`config.mk`:
```
export PLATFORM = sky130hd
export DESIGN_NAME = sevenseg_reader_flat
export DESIGN_NICKNAME = d
export VERILOG_FILES = /design/src/rtl/sevenseg_reader_if.sv /design/src/rtl/sevenseg_reader.sv /design/src/flat_wrapper.sv
export SDC_FILE = /design/constraint.sdc
export NUM_CORES = 1
export LEC_CHECK = 0
export CAP_MARGIN = 5
export CORE_MARGIN = 2
export CORE_UTILIZATION = 49
export DETAILED_ROUTE_END_ITERATION = 10
export PLACE_DENSITY = 0.86
export SLEW_MARGIN = 20
export SYNTH_ARGS = -nofsm -noshare
export SYNTH_HDL_FRONTEND = slang
export SYNTH_SLANG_ARGS = --single-unit
```
`constraint.sdc`:
```
create_clock -name clk -period 1.74 [get_ports clk]
set_clock_uncertainty 0.05 [all_clocks]
set_input_delay 0.348 -clock clk [delete_from_list [all_inputs] [get_ports clk]]
set_output_delay 0.348 -clock clk [all_outputs]
set_load 0.03 [all_outputs]
```
`src/rtl/sevenseg_reader_if.sv`:
```
// Observed seven-segment display bus, frame hand-off handshake and sticky status flags.
// The reader takes the slave view; whoever drives the display and consumes frames takes master.
interface sevenseg_reader_if #(
  parameter int NUM_DIGITS = 4
);
  logic [6:0]              seg_in;
  logic [NUM_DIGITS-1:0]   dig_sel;
  logic                    out_valid;
  logic                    out_ready;
  logic [4*NUM_DIGITS-1:0] out_digits;
  logic [2*NUM_DIGITS-1:0] out_kind;
  logic                    overrun;
  logic                    sel_err;

  modport master (
    output seg_in, dig_sel, out_ready,
    input  out_valid, out_digits, out_kind, overrun, sel_err
  );

  modport slave (
    input  seg_in, dig_sel, out_ready,
    output out_valid, out_digits, out_kind, overrun, sel_err
  );
endinterface

```
`src/rtl/sevenseg_reader.sv`:
```
// Recovers nibbles from a multiplexed seven-segment display: debounces each digit dwell,
// inverse-maps the segment pattern, assembles one full scan into a frame and offers it on valid/ready.
module sevenseg_reader #(
  parameter int NUM_DIGITS    = 4,
  parameter int STABLE_CYCLES = 3
) (
  input  logic             clk,
  input  logic             rst,
  sevenseg_reader_if.slave bus
);
  localparam int               RUN_W   = $clog2(STABLE_CYCLES + 1);
  localparam logic [RUN_W-1:0] RUN_MAX = RUN_W'(STABLE_CYCLES);
  localparam logic [RUN_W-1:0] RUN_ARM = RUN_W'(STABLE_CYCLES - 1);
  localparam logic [1:0]       KIND_DEC   = 2'b00;
  localparam logic [1:0]       KIND_ERR   = 2'b01;
  localparam logic [1:0]       KIND_BLANK = 2'b10;
  localparam logic [1:0]       KIND_BAD   = 2'b11;

  logic [6:0]              r_seg;
  logic [6:0]              r_seg_prev;
  logic [NUM_DIGITS-1:0]   r_sel;
  logic [NUM_DIGITS-1:0]   r_sel_prev;
  logic [RUN_W-1:0]        r_run;
  logic [NUM_DIGITS-1:0]   r_seen;
  logic [3:0]              r_slot_nib  [NUM_DIGITS];
  logic [1:0]              r_slot_kind [NUM_DIGITS];
  logic                    r_out_valid;
  logic [4*NUM_DIGITS-1:0] r_out_digits;
  logic [2*NUM_DIGITS-1:0] r_out_kind;
  logic                    r_overrun;
  logic                    r_sel_err;

  logic                    w_same;
  logic                    w_sel_onehot;
  logic                    w_sel_multi;
  logic                    w_capture;
  logic                    w_frame_done;
  logic                    w_out_free;
  logic [RUN_W-1:0]        w_run_next;
  logic [3:0]              w_dec_nib;
  logic [1:0]              w_dec_kind;
  logic [4*NUM_DIGITS-1:0] w_frame_digits;
  logic [2*NUM_DIGITS-1:0] w_frame_kind;

  assign w_same       = (r_seg == r_seg_prev) && (r_sel == r_sel_prev);
  assign w_sel_onehot = (r_sel != '0) && ((r_sel & (r_sel - NUM_DIGITS'(1))) == '0);
  assign w_sel_multi  = (r_sel != '0) && !w_sel_onehot;
  // The run saturates, so stepping from STABLE_CYCLES-1 happens exactly once per dwell.
  assign w_capture    = w_same && (r_run == RUN_ARM) && w_sel_onehot;
  assign w_frame_done = &r_seen;
  assign w_out_free   = !r_out_valid || bus.out_ready;

  always_comb begin
    w_run_next = RUN_W'(1);
    if (w_same) begin
      if (r_run == RUN_MAX) begin
        w_run_next = RUN_MAX;
      end else begin
        w_run_next = r_run + RUN_W'(1);
      end
    end
  end

  always_comb begin
    w_dec_nib  = 4'h0;
    w_dec_kind = KIND_BAD;
    case (r_seg)
      7'b1110111: begin w_dec_nib = 4'd0; w_dec_kind = KIND_DEC; end
      7'b0010010: begin w_dec_nib = 4'd1; w_dec_kind = KIND_DEC; end
      7'b1011101: begin w_dec_nib = 4'd2; w_dec_kind = KIND_DEC; end
      7'b1011011: begin w_dec_nib = 4'd3; w_dec_kind = KIND_DEC; end
      7'b0111010: begin w_dec_nib = 4'd4; w_dec_kind = KIND_DEC; end
      7'b1101011: begin w_dec_nib = 4'd5; w_dec_kind = KIND_DEC; end
      7'b1101111: begin w_dec_nib = 4'd6; w_dec_kind = KIND_DEC; end
      7'b1010010: begin w_dec_nib = 4'd7; w_dec_kind = KIND_DEC; end
      7'b1111111: begin w_dec_nib = 4'd8; w_dec_kind = KIND_DEC; end
      7'b1111011: begin w_dec_nib = 4'd9; w_dec_kind = KIND_DEC; end
      // The decoder shows every value 10..15 as the same 'E' glyph.
      7'b1101101: begin w_dec_nib = 4'hE; w_dec_kind = KIND_ERR; end
      7'b0000000: begin w_dec_nib = 4'h0; w_dec_kind = KIND_BLANK; end
      default: ;
    endcase
  end

  always_ff @(posedge clk) begin
    if (rst) begin
      r_seg      <= '0;
      r_seg_prev <= '0;
      r_sel      <= '0;
      r_sel_prev <= '0;
      r_run      <= '0;
    end else begin
      r_seg      <= bus.seg_in;
      r_sel      <= bus.dig_sel;
      r_seg_prev <= r_seg;
      r_sel_prev <= r_sel;
      r_run      <= w_run_next;
    end
  end

  always_ff @(posedge clk) begin
    if (rst) begin
      for (int i = 0; i < NUM_DIGITS; i++) begin
        r_slot_nib[i]  <= '0;
        r_slot_kind[i] <= '0;
      end
    end else if (w_capture) begin
      for (int i = 0; i < NUM_DIGITS; i++) begin
        if (r_sel[i]) begin
          r_slot_nib[i]  <= w_dec_nib;
          r_slot_kind[i] <= w_dec_kind;
        end
      end
    end
  end

  for (genvar gi = 0; gi < NUM_DIGITS; gi++) begin : g_pack
    assign w_frame_digits[4*gi +: 4] = r_slot_nib[gi];
    assign w_frame_kind[2*gi +: 2]   = r_slot_kind[gi];
  end

  always_ff @(posedge clk) begin
    if (rst) begin
      r_seen       <= '0;
      r_out_valid  <= 1'b0;
      r_out_digits <= '0;
      r_out_kind   <= '0;
      r_overrun    <= 1'b0;
      r_sel_err    <= 1'b0;
    end else begin
      r_seen <= (w_frame_done ? '0 : r_seen) | (w_capture ? r_sel : '0);
      if (w_sel_multi) begin
        r_sel_err <= 1'b1;
      end
      // A frame completing while the consumer accepts the previous one loads without a bubble.
      if (w_frame_done && w_out_free) begin
        r_out_valid  <= 1'b1;
        r_out_digits <= w_frame_digits;
        r_out_kind   <= w_frame_kind;
      end else begin
        if (w_frame_done) begin
          r_overrun <= 1'b1;
        end
        if (r_out_valid && bus.out_ready) begin
          r_out_valid <= 1'b0;
        end
      end
    end
  end

  assign bus.out_valid  = r_out_valid;
  assign bus.out_digits = r_out_digits;
  assign bus.out_kind   = r_out_kind;
  assign bus.overrun    = r_overrun;
  assign bus.sel_err    = r_sel_err;
endmodule

```
`src/flat_wrapper.sv`:
```
// flat-port wrapper written by rule: the top's interface ports become plain ports
module sevenseg_reader_flat 
#(
  parameter int NUM_DIGITS    = 4,
  parameter int STABLE_CYCLES = 3
)
  (clk, rst, bus_seg_in, bus_dig_sel, bus_out_ready, bus_out_valid, bus_out_digits, bus_out_kind, bus_overrun, bus_sel_err);
  sevenseg_reader_if #(.NUM_DIGITS(NUM_DIGITS)) bus_i ();
  input  logic clk;
  input  logic rst;
  input wire logic [$bits(bus_i.seg_in)-1:0] bus_seg_in;
  input wire logic [$bits(bus_i.dig_sel)-1:0] bus_dig_sel;
  input wire logic [$bits(bus_i.out_ready)-1:0] bus_out_ready;
  output wire logic [$bits(bus_i.out_valid)-1:0] bus_out_valid;
  output wire logic [$bits(bus_i.out_digits)-1:0] bus_out_digits;
  output wire logic [$bits(bus_i.out_kind)-1:0] bus_out_kind;
  output wire logic [$bits(bus_i.overrun)-1:0] bus_overrun;
  output wire logic [$bits(bus_i.sel_err)-1:0] bus_sel_err;
  assign bus_i.seg_in = bus_seg_in;
  assign bus_i.dig_sel = bus_dig_sel;
  assign bus_i.out_ready = bus_out_ready;
  assign bus_out_valid = bus_i.out_valid;
  assign bus_out_digits = bus_i.out_digits;
  assign bus_out_kind = bus_i.out_kind;
  assign bus_overrun = bus_i.overrun;
  assign bus_sel_err = bus_i.sel_err;
  sevenseg_reader #(.NUM_DIGITS(NUM_DIGITS), .STABLE_CYCLES(STABLE_CYCLES)) u_core (.clk(clk), .rst(rst), .bus(bus_i));
endmodule
```
## Word-level counts from Yosys, hierarchy flattened

Memories as Yosys holds them, arrays and structs flattened. A register that Yosys moved wholly into a read port is not among the register bits.
Index checks and enable logic that the tools add are counted.

- Bitwise gates (word level): 12
- Reductions and logical operators: 18
- $add $sub $neg: 2
- Multipliers: 0
- $lt $le $gt $ge: 0
- Div/mod/pow operators: 0
- Shift-type cells: 0
- Muxes and demuxes: 34
- Equality and inequality tests: 15

Operators by type and width:

| operator | count |
|---|---|
| $eq 7x7->1 const B | 9 |
| $pmux 4 s10 | 1 |
| $mux 4 | 6 |
| $mux 1 | 21 |
| $mux 2 | 5 |
| $reduce_or 10->1 | 1 |
| $or 1x1->1 | 8 |
| $eq 7x5->1 const B | 1 |
| $eq 7x6->1 const B | 1 |
| $eq 7x7->1 | 1 |
| $logic_and 1x1->1 | 7 |
| $logic_not 7->1 | 1 |
| $pmux 2 s3 | 1 |
| $reduce_and 5->1 | 1 |
| $and 4x4->4 | 1 |
| $eq 2x2->1 const B | 2 |
| $eq 4x4->1 | 1 |
| $logic_not 4->1 | 1 |
| $or 4x4->4 | 1 |
| $reduce_and 4->1 | 1 |
| $reduce_bool 4->1 | 1 |
| $sub 4x1->4 const B | 1 |
| $add 2x1->2 const B | 1 |
| $logic_not 1->1 | 2 |
| 4 further kinds | 5 |

- Latch bits: 0
- Output and inout bits: 27
- Flip-flop bits (word level): 31
- Bits in writable memories: 24
- Memories: 2
- Word-level logic and storage cells: 93
- Input port bits: 14
- ROM bits: 0

Memory list:

| name | depth | width | read ports | clocked after memory_dff | wr ports | RTL line | source |
|---|---|---|---|---|---|---|---|
| u_core.r_slot_nib | 4 | 4 | 4 | 4 | 4 | sevenseg_reader.sv:25 | `logic [3:0] r_slot_nib [NUM_DIGITS];` |
| u_core.r_slot_kind | 4 | 2 | 4 | 4 | 4 | sevenseg_reader.sv:26 | `logic [1:0] r_slot_kind [NUM_DIGITS];` |

## Logic depth before layout (Yosys ltp)

Gate-level depths: netlist of the first run.

- Depth after elaboration: 9
- Gate-level depth with buffers: 6
- Depth with buffers taken out: 5

## Worst setup path after synthesis of the first run

No wires, ideal clock.

- Kind: reg2reg
- From: reg u_core.r_sel[2]
- To: mem u_core.r_slot_kind[0][0] (enable)
- Slack: 29 ps
- Path buffers: 1
- Stages on the path, launching flop included: 7
- Data arrival time: 1355 ps
- Data required time: 1384 ps
- Path through: dfxtp_1 > buf_6 > xnor2_2 > nand4_1 > nor3_4 > and2_2 > a31o_2

RTL lines:

| item | RTL line | source |
|---|---|---|
| start, declared | sevenseg_reader.sv:21 | `logic [NUM_DIGITS-1:0] r_sel;` |
| start signal, assigned | sevenseg_reader.sv:94 | `r_sel <= bus.dig_sel;` |
| end, declared | sevenseg_reader.sv:26 |  |

==> run metrics, run 1 <==
row count 28; core footprint roughly 6000 sq um; Crit Path Max Fanout 4; fin worst setup slack -0.0187 ns; Max Cap Viol 0; DRC 0; Area Overhead vs Synth 34.7%; Post-synth EDFFs 24; TritonCTS buffer count 9; Achievable Freq between 0.5 and 0.6 GHz; Rel. slew slack about three fifths; slowest CP cell or3_4; filler instances around 440; nets between 300 and 400; initial core utilization between 50% and 60%; crit path capture type flip-flop; Pleak approximately 1.6 nW; CTS tree yes; total power ~3.7 mW; syn_nets ~330; most common cell in the netlist nand2_1; status finished, violations left; Main synth FF type dfxtp_1; CTS sink count 79; layout cells sized above 1 24.9%; Mean Syn Cell Area just under 10 sq um; delay-heaviest family, CP simple AND/OR/NAND/NOR gates; Vias/cell ~5.3; largest net degree at the start of global routing 35; RSZ-0062 raised after global routing yes; CP required 1.80 ns; drt pass-1 iters 4; I/O pin count just over 40; antenna cells 0; Final GP Congestion ~0.9; Tcrit/Tclk final 101%; DP HPWL ~4300 um; Routed wire per std cell approximately 15 um; worst hold path type flip-flop to flip-flop; dpl cell area around 3700 sq um; initial antenna violation count 0; first-pass GRT wire length between 10000 and 15000 um; via count ~2400; total gr overflow 0; asr flop ratio synth 0%; IR drop worst, VDD ~0.49 mV; Die Y-Extent roughly 83 um; H-tree depth 3; Final Hold Fails 0; Worst EP arrival roughly 1.8 ns; synth top area cells dfxtp_1, edfxtp_1, nand2_1; Synth warnings 0; CP Cell Sequence buf_6, or3_4, o31ai_4, a32oi_2, nand2_2, nor2_1; die width about 83 um; vias in the first global route between 2000 and 2500; Hold-fix buffers, CTS 0; Final Slew Violations 0; Mapped Area about 3100 sq um; Max Buffers Root-to-Sink 2; Tightest Pin Transition 0.569 ns; DR iter-0 viols 206; Final ANT Viol Nets 0; Hold WS about 0.41 ns; Bufs and invs on worst path 1; crit start category flip-flop; input/output buffers 40; register area share after synthesis 59.1%; Post-Route WL 6940 um; clock root buffer clkbuf_8; Synth Register Bits 79; min Tclk post-route between 1.5 and 2 ns; Global Route Usage Sum around a fifth; Cell Pwr Density about 900 nW/um^2; top cells by count, synth nand2_1, dfxtp_1, nor2_1, a21oi_1, edfxtp_1; cell taking the most area after synthesis dfxtp_1; failing checks negative setup slack; critical path class flip-flop to flip-flop; CP max stage delay 0.36 ns; final setup violation count 19; cells after synthesis approximately 310; top cell type's share of synthesized area between 30% and 40%; Final Cell Area 4150 sq um; Final Util 69.3%; Worst-path clk slew 0.08 ns; die area roughly 6900 sq um; synth unique cells 39; Worst-Skew Late Latency about 0.35 ns
## repair_timing
action | in CTS | in global routing
gates cloned | 0 | 0
endpoints found under the setup margin | 68 | 51
gates resized for setup | 33 | 50
pin swaps | 5 | 25
buffers inserted | 5 | 3
## flip-flops by register name (all words and copies together), names as in the netlist
register / cells
bus_out_digits: 13
bus_out_kind: 8
u_core.bus.out_digits: 3
u_core.bus.out_valid: 1
u_core.bus.overrun: 1
u_core.bus.sel_err: 1
u_core.r_run: 2
u_core.r_seen: 4
u_core.r_seg: 7
u_core.r_seg_prev: 7
u_core.r_sel: 4
u_core.r_sel_prev: 4
u_core.r_slot_kind: 8
u_core.r_slot_nib: 16
## worst paths after layout
path | endpoint | slack [ns] | cells past startpoint | start
max | u_core.r_slot_kind[1][1] | -0.02 | 6 | u_core.r_seg[0]
max reg2reg | u_core.r_slot_kind[1][1] | -0.02 | 6 | u_core.r_seg[0]
min | bus_out_kind[4] | 0.41 | 2 | bus_out_kind[4]
min reg2reg | bus_out_kind[4] | 0.41 | 2 | bus_out_kind[4]
## metrics by stage
stage | instances | TNS, ns | setup WS [ns]
after global placement | 436 | -0.159 | -0.0109
after floorplan | 314 | 0 | 0.0286
after detailed placement | 436 | -3.04 | -0.111
final | 460 | -0.126 | -0.0187
after CTS | 457 | -0.418 | -0.0320
after global routing | 460 | -4.03 | -0.108
## cells in the final DEF, fill, tap and decap left out, types with 2 or more instances in the layout
master           count
edfxtp_1            24
dfxtp_1             46
dfxtp_4              2
nor2b_1             23
a31o_4               4
clkinv_1             2
nand2_2              2
nor2_4               5
dlygate4sd2_1       27
dfxtp_2              7
buf_6                6
xnor2_1              6
clkbuf_8            10
nand2_1             62
xor2_1               2
nor2_1              21
buf_4               28
and4_1               2
a31oi_1              2
nor3b_1              2
nand2b_1             3
xnor2_2              5
o21ai_0              3
nor2_2               6
nand3_1              2
buf_12               2
clkdlybuf4s50_1     12
nand4_1              8
a21oi_1             28
nor3_1               4
inv_1                2
a21oi_2              4
## power breakdown
part,switching [mW],internal (mW),leakage [nW],total [mW]
Combinational,0.134,0.139,0.832,0.273
Sequential,0.0313,1.94,0.694,1.97
Clock,0.642,0.778,0.107,1.42
## worst register-to-register path: stages (launching register included)
cell and delay [ns]:
dfxtp_2 0.33, buf_6 0.12, or3_4 0.36, o31ai_4 0.25, a32oi_2 0.18, nand2_2 0.17
nor2_1 0.07
## cell families (layout without fill, tap and decap cells)
group / count (synthesis) / in the layout / synth area share [%]
xor gates and xnor gates: 13 / 13 / 3.94
buffers and inverters: 23 / 94 / 4.18
and+or+nand+nor: 149 / 149 / 23.2
adders and majority gates: 1 / 1 / 0.325
AOI/OAI and AO/OA: 49 / 49 / 9.22
DFF: 79 / 79 / 59.1
## per-layer routing
layer	vias to the layer above	global-route usage, %	share of wire, %
met1	1153	22.7	39
met5	-	0	0
met2	69	32.5	54
li1	1187	-	-
met3	14	3.78	4.7
met4	0	9.99	2.1
## area by class of cell
cell class                      count  area [sq um]  share of cell area [%]
Clock inverter                      4          42.5                    1.03
Timing Repair Buffer               76           679                    16.4
Tap cell                           75          93.8                    2.26
Clock buffer                       12           166                    4.01
Inverter                            2          7.51                   0.181
Multi-Input combinational cell    212          1320                    31.8
Sequential cell                    79          1840                    44.3
Power figures use the tool's default switching activity.
==> run 2, diff against run 1 <==
Settings changed: CTS_CLUSTER_SIZE set to 40.
==> results of run 2 <==
No change in the layout: final DEF, timing and power equal those of run 1.
==> run 3, diff against run 2 <==
Settings changed: SETUP_SLACK_MARGIN set to 0.02.
==> run metrics, run 3 (synthesis gave the netlist of run 1 again) <==
Worst EP arrival 1.78 ns (was 1.81 ns); Combinational Power Share 7.7% (was 7.5%); H-tree depth 3 (unchanged); initial antenna violation count 0 (unchanged); Tcrit/Tclk final 102% (was 101%); Final Util 69.9% (was 69.3%); TritonCTS buffer count 9 (unchanged); DRC 0 (unchanged); final setup violation count 32 (was 19); Die Y-Extent 83.3 um (unchanged); Clk pwr share 38.7% (about the same); drt pass-1 iters 4 (unchanged); total gr overflow 0 (unchanged); Final Hold Fails 0 (unchanged); Routed wire per std cell 15.2 um (was 15.1 um); CTS tree yes (unchanged); Reg with most FFs u_core.r_slot_nib (unchanged); Final Slew Violations 0 (unchanged); Internal 2.86 mW (about the same); via count 2473 (was 2423); CTS sink count 79 (unchanged); Pleak 1.64 nW (was 1.63 nW); initial core utilization 51.4% (unchanged); status finished, violations left (unchanged); crit path capture type flip-flop (unchanged); Rel. slew slack 64.7% (was 62.0%); max reg flops 16 (unchanged); first-pass GRT wire length 10600 um (was 10500 um); Max Cap Viol 0 (unchanged); die area 6940 sq um (unchanged); row count 28 (unchanged); Area Overhead vs Synth 36.0% (was 34.7%); Post-Route WL 7030 um (was 6940 um); core footprint 5990 sq um (unchanged); Vias/cell 5.36 (was 5.27); WL met2 3840 um (was 3740 um); critical path class flip-flop to flip-flop (unchanged); input/output buffers 40 (unchanged); IR drop worst, VDD 0.564 mV (was 0.487 mV); filler instances 425 (was 438); Hold-fix buffers, CTS 0 (unchanged); crit start category flip-flop (unchanged); Crit Path Max Fanout 6 (was 4); DP HPWL 4270 um (unchanged); sw frac 22.2% (was 22.0%); Met1 Wirelength 2690 um (was 2720 um); Net Switching 816 uW (was 807 uW); CP required 1.75 ns (was 1.80 ns); Tightest Pin Transition 0.528 ns (was 0.569 ns); layout cells sized above 1 25.9% (was 24.9%); r2r setup slk -0.03 ns (was -0.02 ns); clock root buffer clkbuf_8 (unchanged); top sig layer met4 (unchanged); Global Route Usage Sum 19.2% (was 19.1%); largest net degree at the start of global routing 35 (unchanged); Achievable Freq 0.565 GHz (was 0.569 GHz); Place WS -0.111 ns (unchanged); Final ANT Viol Nets 0 (unchanged); Worst-path clk slew 0.08 ns (about the same); die width 83.3 um (unchanged); vias in the first global route 2298 (was 2262); Met3 Wirelength 291 um (was 323 um); Final GP Congestion 0.882 (unchanged); RSZ-0062 raised after global routing yes (unchanged); Worst-Skew Late Latency 0.35 ns (about the same); Max Buffers Root-to-Sink 2 (unchanged); min Tclk post-route 1.77 ns (was 1.76 ns); hold depth 2 (unchanged); failing checks negative setup slack (unchanged); most frequent cells in the layout nand2_1, dfxtp_1, buf_4 (was nand2_1, dfxtp_1, a21oi_1, buf_4, dlygate4sd2_1); worst hold path type flip-flop to flip-flop (unchanged); I/O pin count 41 (unchanged); antenna cells 0 (unchanged); commonest non-fill, non-tap cell in the layout nand2_1 (unchanged); R2R depth 5 (was 6); DR iter-0 viols 183 (was 206); nets 395 (was 394); Reg power frac 53.6% (was 53.8%); Cell Pwr Density 878 nW/um^2 (was 883 nW/um^2); fin worst setup slack -0.0311 ns (was -0.0187 ns)
[run 3: what timing repair did]
action,in CTS,in global routing
cloned,0,0
buffers inserted,7,2
endpoints found under the setup margin,72,51
pin swaps,10,21
resized for setup,41,49
[run 3: metrics by stage]
step | power (mW) | hold slack (ns) | instance area [sq um] | cells | setup TNS [ns]
finish | 3.68 | 0.406 | 4190 | 461 | -0.632
global route | 3.80 | 0.427 | 4190 | 461 | -4.29
CTS | 3.65 | 0.405 | 3980 | 459 | -0.00236
detailed placement | 2.24 | 0.397 | 3680 | 436 | -3.04
global placement | 2.23 | 0.391 | 3680 | 436 | -0.159
floorplan | 2.16 | 0.381 | 3080 | 314 | 0
[run 3: worst paths after layout]
check / from / endpoint
max: u_core.r_sel[3] / u_core.r_slot_nib[1][2]
min: bus_out_kind[5] / bus_out_kind[5]
max reg2reg: u_core.r_sel[3] / u_core.r_slot_nib[1][2]
min reg2reg: bus_out_kind[5] / bus_out_kind[5]
[run 3: layer usage]
| metal | vias up | global-route usage [%] |
|---|---|---|
| met5 | - | 0 |
| met4 | 0 | 9.99 |
| met3 | 26 | 3.98 |
| met2 | 70 | 34.0 |
| met1 | 1189 | 21.7 |
| li1 | 1188 | - |
[run 3: area by class of cell]
type                    instances  area (sq um)  area share, %
multi-input cells             212          1350           32.3
repair buffers                 77           687           16.4
inverters                       2          7.51          0.179
well taps                      75          93.8           2.24
flip-flops and latches         79          1840           43.9
clock buffers                  12           166           3.97
clock inverters                 4          42.5           1.02
[run 3: power by group through the flow]
stage / sequential, mW / combinational, mW / clock, mW
final: 1.97 / 0.283 / 1.42
after global routing: 1.98 / 0.307 / 1.51
after CTS: 1.97 / 0.249 / 1.43
after detailed placement: 2.01 / 0.232 / 0
after global placement: 2.01 / 0.225 / 0
after floorplan: 2.00 / 0.154 / 0
[run 3: worst max-delay path: stages, from the launching register on]
cell     delay, ns
dfxtp_4       0.37
xnor2_2       0.16
nand4_1       0.18
nor3_4        0.28
and2_4        0.24
a31o_4        0.20
